`config.mk`:
```
export PLATFORM = sky130hd
export DESIGN_NAME = ram_req_sequencer
export DESIGN_NICKNAME = d
export VERILOG_FILES = /design/src/rtl/ram_req_sequencer.sv
export SDC_FILE = /design/constraint.sdc
export NUM_CORES = 1
export LEC_CHECK = 0
export BUFFER_PORTS_ARGS = -buffer_cell sky130_fd_sc_hd__buf_2
export CORE_AREA = 5 5 54 56
export DETAILED_ROUTE_END_ITERATION = 8
export DIE_AREA = 0 0 59 61
export HOLD_SLACK_MARGIN = 0.05
export PLACE_DENSITY = 0.7
export SLEW_MARGIN = 10
export SYNTH_ARGS = -nofsm -noshare
export SYNTH_HDL_FRONTEND = slang
export SYNTH_SLANG_ARGS = --single-unit
export TNS_END_PERCENT = 50
```
`constraint.sdc`:
```
create_clock -name clk -period 1.95 [get_ports clk]
set_input_delay 0.0975 -clock clk [delete_from_list [all_inputs] [get_ports clk]]
set_output_delay 0.0975 -clock clk [all_outputs]
set_load 0.02 [all_outputs]
```
`src/rtl/ram_req_sequencer.sv`:
```
// Request sequencer for the 4x8 synchronous RAM: one host read/write per handshake, read data on a response channel.
// Optional read-back check after every write is enabled with `define RAM_WRITE_VERIFY_EN.
module ram_req_sequencer #(
    parameter int ADDR_W = 2,
    parameter int DATA_W = 8
) (
    input  logic              clk,
    input  logic              reset,
    input  logic              req_valid,
    output logic              req_ready,
    input  logic              req_write,
    input  logic [ADDR_W-1:0] req_addr,
    input  logic [DATA_W-1:0] req_wdata,
    output logic              rsp_valid,
    input  logic              rsp_ready,
    output logic [DATA_W-1:0] rsp_data,
    output logic [ADDR_W-1:0] ram_addr,
    output logic              ram_cs,
    output logic              ram_we,
    output logic              ram_rd,
    output logic [DATA_W-1:0] ram_din,
    input  logic [DATA_W-1:0] ram_dout,
    output logic              verify_err
);

    typedef enum logic [2:0] {
        IDLE,
        WRITE,
        READ,
        RESP
`ifdef RAM_WRITE_VERIFY_EN
        , VERIFY
`endif
    } state_t;

    state_t            state_q;
    logic [ADDR_W-1:0] addr_q;
    logic [DATA_W-1:0] wdata_q;
    logic [DATA_W-1:0] rdata_q;
    logic              rspValid_q;
    logic              verifyErr_q;

    // RAM strobes depend only on the state register, so reset kills them asynchronously.
    always_comb begin
        req_ready = 1'b0;
        ram_cs    = 1'b0;
        ram_we    = 1'b0;
        ram_rd    = 1'b0;
        case (state_q)
            IDLE:  req_ready = 1'b1;
            WRITE: begin
                ram_cs = 1'b1;
                ram_we = 1'b1;
            end
            READ: begin
                ram_cs = 1'b1;
                ram_rd = 1'b1;
            end
`ifdef RAM_WRITE_VERIFY_EN
            VERIFY: begin
                ram_cs = 1'b1;
                ram_rd = 1'b1;
            end
`endif
            default: ;
        endcase
    end

    always_ff @(posedge clk or posedge reset) begin
        if (reset) begin
            state_q     <= IDLE;
            addr_q      <= '0;
            wdata_q     <= '0;
            rdata_q     <= '0;
            rspValid_q  <= 1'b0;
            verifyErr_q <= 1'b0;
        end else begin
            case (state_q)
                IDLE: begin
                    if (req_valid) begin
                        addr_q  <= req_addr;
                        wdata_q <= req_wdata;
                        state_q <= req_write ? WRITE : READ;
                    end
                end
                WRITE: begin
`ifdef RAM_WRITE_VERIFY_EN
                    state_q <= VERIFY;
`else
                    state_q <= IDLE;
`endif
                end
                READ: begin
                    rdata_q    <= ram_dout;
                    rspValid_q <= 1'b1;
                    state_q    <= RESP;
                end
                RESP: begin
                    if (rsp_ready) begin
                        rspValid_q <= 1'b0;
                        state_q    <= IDLE;
                    end
                end
`ifdef RAM_WRITE_VERIFY_EN
                // Error flag is sticky; only reset clears it.
                VERIFY: begin
                    if (ram_dout != wdata_q) begin
                        verifyErr_q <= 1'b1;
                    end
                    state_q <= IDLE;
                end
`endif
                default: state_q <= IDLE;
            endcase
        end
    end

    assign rsp_valid = rspValid_q;
    assign rsp_data  = rdata_q;
    assign ram_addr  = addr_q;
    assign ram_din   = wdata_q;
`ifdef RAM_WRITE_VERIFY_EN
    assign verify_err = verifyErr_q;
`else
    assign verify_err = 1'b0;
`endif

endmodule

```
Word level (Yosys, flattened, before mapping):

Index checks and enable logic that the tools add are counted.

* register bits: 22
* bits of input ports: 23

* equality and inequality tests: 5
* multiplexer cells: 10
* reduce and logical (&&, ||, !) cells: 6

Operator list (number)
* $pmux W3 S3: 1
* $eq A3 B2 Y1 const B: 2
* $mux W3: 2
* $reduce_and A2 Y1: 3
* $mux W1: 5
* $ne A2 B2 Y1 const B: 2
* $eq A3 B1 Y1 const B: 1
* $logic_not A3 Y1: 1
* $mux W2: 1
* $pmux W1 S2: 1
* $reduce_bool A2 Y1: 1
* $reduce_or A2 Y1: 1

Logic depth before layout (Yosys ltp):

* word-level depth: 3
* gate-level depth with buffers: 5

Worst setup path before layout:

OpenSTA, ideal clock, no wires.

* path kind: reg-to-reg
* start: register state_q[0]
* end: register state_q[0]
* setup time: 0.121 ns
* data arrival time: 1.326 ns
* required time: 1.829 ns
* setup slack: 0.503 ns
* cell stages (with the launch flop): 6
* path buffers: 0
* clock period less this slack: 1.447 ns
* cells stage by stage: dfrtp_1 inv_1 ha_1 mux2_2 nand2_1 o2bb2ai_1

* longest elaborated chain between the ends: 3
* elaborated cells on any way between the ends: 7
* those cells by class: 4 x eq/ne; 1 x mux; 2 x reduce/logical

RTL lines
* start: declaration: RTL line 36 `state_t state_q;`
* start signal: assignment: RTL line 83 `state_q <= req_write ? WRITE : READ;`
* $eq A3 B2 Y1 or $logic_not A3 Y1 (tied branches): RTL line 78 `case (state_q)`
* $ne A2 B2 Y1 (no source line)
* $reduce_and A2 Y1 (no source line)

Parallel ways exist; a longest one is shown, timed or not.
A chain may end at the register's enable or synchronous reset.

Worst setup path in the final report:

* start: register state_q[0]
* end: register rdata_q[2], in the netlist rsp_data[2]

* longest elaborated chain between the ends: 1

RTL lines
* $eq A3 B2 Y1: RTL line 78
* end signal: assignment: RTL line 94 `rdata_q <= ram_dout;`
* end: declaration: RTL line 39 `logic [DATA_W-1:0] rdata_q;`

No other way between the ends.

==> impl_metrics.py <==
metrics = {
    "critical_path": {
        "crit_required_ns": 2.13,
        "crit_path_start_kind": "flip-flop",
        "cp_slowest_stage_delay_ns": 0.43,
        "path_class": "reg2reg",
        "crit_path_end_kind": "flip-flop",
        "arrival_ns": 1.67,
        "slowest_stage": "dfrtp_1",
        "cp_cell_sequence": "inv_1, ha_1, mux2_2",
        "crit_fanout": 10,
    },
    "die": {
        "die_x_um": 59,
        "rows": 18,
        "core-area_um2": 2390,
        "initial_utilization": 0.384,
        "num_io_pins": 47,
        "die_y_um": 61,
        "die-area_um2": 3600,
    },
    "pwr": {
        "total_power_mw": 2.17,
        "p_leak_nw": 0.702,
        "ir_drop_v": 0.000868,
        "p_comb_frac": 0.556,
        "powerDensity_nw_per_um2": 1560,
        "p_sw_mw": 0.910,
        "internal_power_mw": 1.26,
        "swShare": 0.419,
        "sequentialPowerShare": 0.355,
        "p_clk_frac": 0.089,
    },
    "worst_hold_path": {
        "hp-class": "in2reg",
    },
    "job": {
        "max_cap_viol_count": 0,
    },
    "route": {
        "postRouteAntennaNets": 0,
        "vias_per_cell": 4.46,
        "vias": 722,
        "wire_per_inst_um": 12.6,
        "first_iter_violations": 19,
        "first_pass_iters": 4,
        "drc_errors": 0,
        "wirelength_um": 2050,
    },
    "clocking": {
        "htree_num_levels": 1,
        "clockRootBuffer": "clkbuf_4",
        "clock-sinks": 21,
        "clockBufferDepth": 2,
        "worstSkewPairLatency_ns": 0.29,
        "cts_buffers": 3,
        "clkSlewWorstSetupHoldPaths_ns": 0.10,
        "tritoncts": "yes",
    },
    "grt": {
        "first_global_vias": 824,
        "grt_max_degree": 22,
        "grt_usage": 0.121,
        "grt_pass1_wl_um": 3250,
        "overflow": 0,
        "antenna_found_initial": 0,
    },
    "yosys": {
        "synth-seq-cells": 21,
        "synth_top_area_cell": "dfrtp_1",
        "syn_avg_cell_area_um2": 14.1,
        "synth_top_area_frac": 0.573,
        "synth_area_leaders": "dfrtp_1, mux2_2, ha_1, inv_1, o2bb2ai_1",
        "synth_cells": 65,
        "yosysSeqAreaShare": 0.573,
        "syn_area_um2": 917,
        "syn_nets": 94,
        "yosysUniqueCellTypes": 15,
        "yosys_warnings": 0,
    },
    "place": {
        "io_buffers": 45,
        "place.gp.congestion": 0.719,
        "post-dp-hpwl_um": 1450,
    },
    "sta": {
        "max_slew.worst_pin.slew_ns": 0.754,
        "final_max_slew_viol_count": 0,
        "timing.slew.headroom": 0.496,
        "clock_skew_ns": 0.00417,
        "fin_crit_ns": 1.48,
        "setup_viol": 0,
        "totalNegativeSetupSlack_ns": 0,
        "hold_viol": 0,
        "max_clock_freq_mhz": 674,
        "rsz0062_at_grt": "no",
        "fin_crit_sh": 0.761,
    },
    "layout": {
        "multi_input_area_um2": 357,
        "register_area_um2": 526,
        "drive_gt1_frac": 0.515,
        "syn_to_final_growth_pct": 52.0,
        "nets": 162,
        "diodes": 0,
        "n_fill_cell": 213,
    },
    "run_status": {
        "status": "complete, no violations",
    },
}
## state kept, by name, summed over array words and instances (netlist names)
register / flops
rsp_data: 8
rsp_valid: 1
ram_din: 8
state_q: 2
ram_addr: 2
## synth_stat cells (all sizes together)
cell,n
dfrtp,21
mux2,19
ha,6
inv,6
a21oi,2
buf,2
nand2,2
o2bb2ai,2
conb,1
nand2b,1
nor2,1
o21ai,1
o22ai,1
## through the flow
step | util | worst slack, ns | std cells | hold slack (ns) | cell area (um2)
2_1_floorplan | - | 0.503 | 65 | 0.0740 | 917
3_3_place_gp | 0.489 | 0.521 | 138 | 0.272 | 1170
3_5_place_dp | 0.489 | 0.452 | 138 | 0.270 | 1170
4_1_cts | 0.584 | 0.434 | 162 | 0.117 | 1390
5_1_grt | 0.584 | 0.375 | 162 | 0.157 | 1390
6_report | 0.584 | 0.467 | 162 | 0.125 | 1390
## timing repair
| item | in CTS | in global routing |
|---|---|---|
| gates resized for setup | 0 | 0 |
| hold endpoints to repair | 40 | 0 |
| setup buffers | 0 | 0 |
| hold buffers | 20 | 0 |
## area by class of cell
class	instances	area share
clock buffer	4	0.0189
tap	30	0.0269
timing repair buffer	65	0.305
inverter	6	0.0162
multi-input combinational	36	0.256
sequential	21	0.377
## critical path: cells and delay by family, from the launching register on
family     cells  cell delay [ns]
flops          1             0.43
fa+ha+maj      1             0.42
mux            1             0.39
buf+inv        1             0.14
## logic make-up (layout without fill, tap and decap cells)
logic type,Yosys count,count (layout),share of synthesized area
adder cells (fa/ha/maj),6,6,0.0819
multiplexers,19,19,0.233
other,1,1,0.00409
flip-flops,21,21,0.573
AND/OR/NAND/NOR,4,4,0.0273
buffers and inverters,8,75,0.0382
AO/OA/AOI/OAI,6,6,0.0423
## worst paths after layout
kind	from	to	slack, ns	depth (start not counted)
worst max register to register	state_q[0]$_DFFE_PP0P_	rsp_data[2]$_DFFE_PP0N_	0.47	3
worst min-delay path	req_write	state_q[0]$_DFFE_PP0P_	0.12	3
worst max-delay path	state_q[0]$_DFFE_PP0P_	rsp_data[2]$_DFFE_PP0N_	0.47	3
min in group asynchronous	reset	ram_addr[0]$_DFFE_PP0P_	0.47	3
max in group asynchronous	reset	ram_din[1]$_DFFE_PP0P_	1.00	3
worst min register to register	ram_din[0]$_DFFE_PP0P_	ram_din[0]$_DFFE_PP0P_	0.51	1
## per-layer routing
layer | routed length, um | up-vias | GRT usage
met5 | 0 | - | 0
met4 | 0 | 0 | 0.0324
met3 | 159 | 0 | 0.0362
met2 | 1110 | 26 | 0.235
met1 | 783 | 348 | 0.125
li1 | - | 348 | -
## power groups by stage
stage | Clock, mW | Combinational (mW) | Sequential [mW]
global route | 0.233 | 1.31 | 0.799
global placement | 0 | 1.16 | 0.765
finish | 0.193 | 1.21 | 0.769
floorplan | 0 | 0.593 | 1.02
CTS | 0.210 | 1.23 | 0.769
detailed placement | 0 | 1.20 | 0.778
## layout by cell type, fill, tap and decap left out
cell,count
buf_2,45
dfrtp_1,21
dlygate4sd3_1,20
mux2_2,19
inv_1,6
ha_1,6
clkbuf_4,3
a21oi_1,2
o2bb2ai_1,2
nand2_4,1
nand2b_1,1
o21ai_0,1
nand2_1,1
nor2_1,1
o22ai_1,1
conb_1,1
clkbuf_1,1
(Power assumes the default switching activity.)
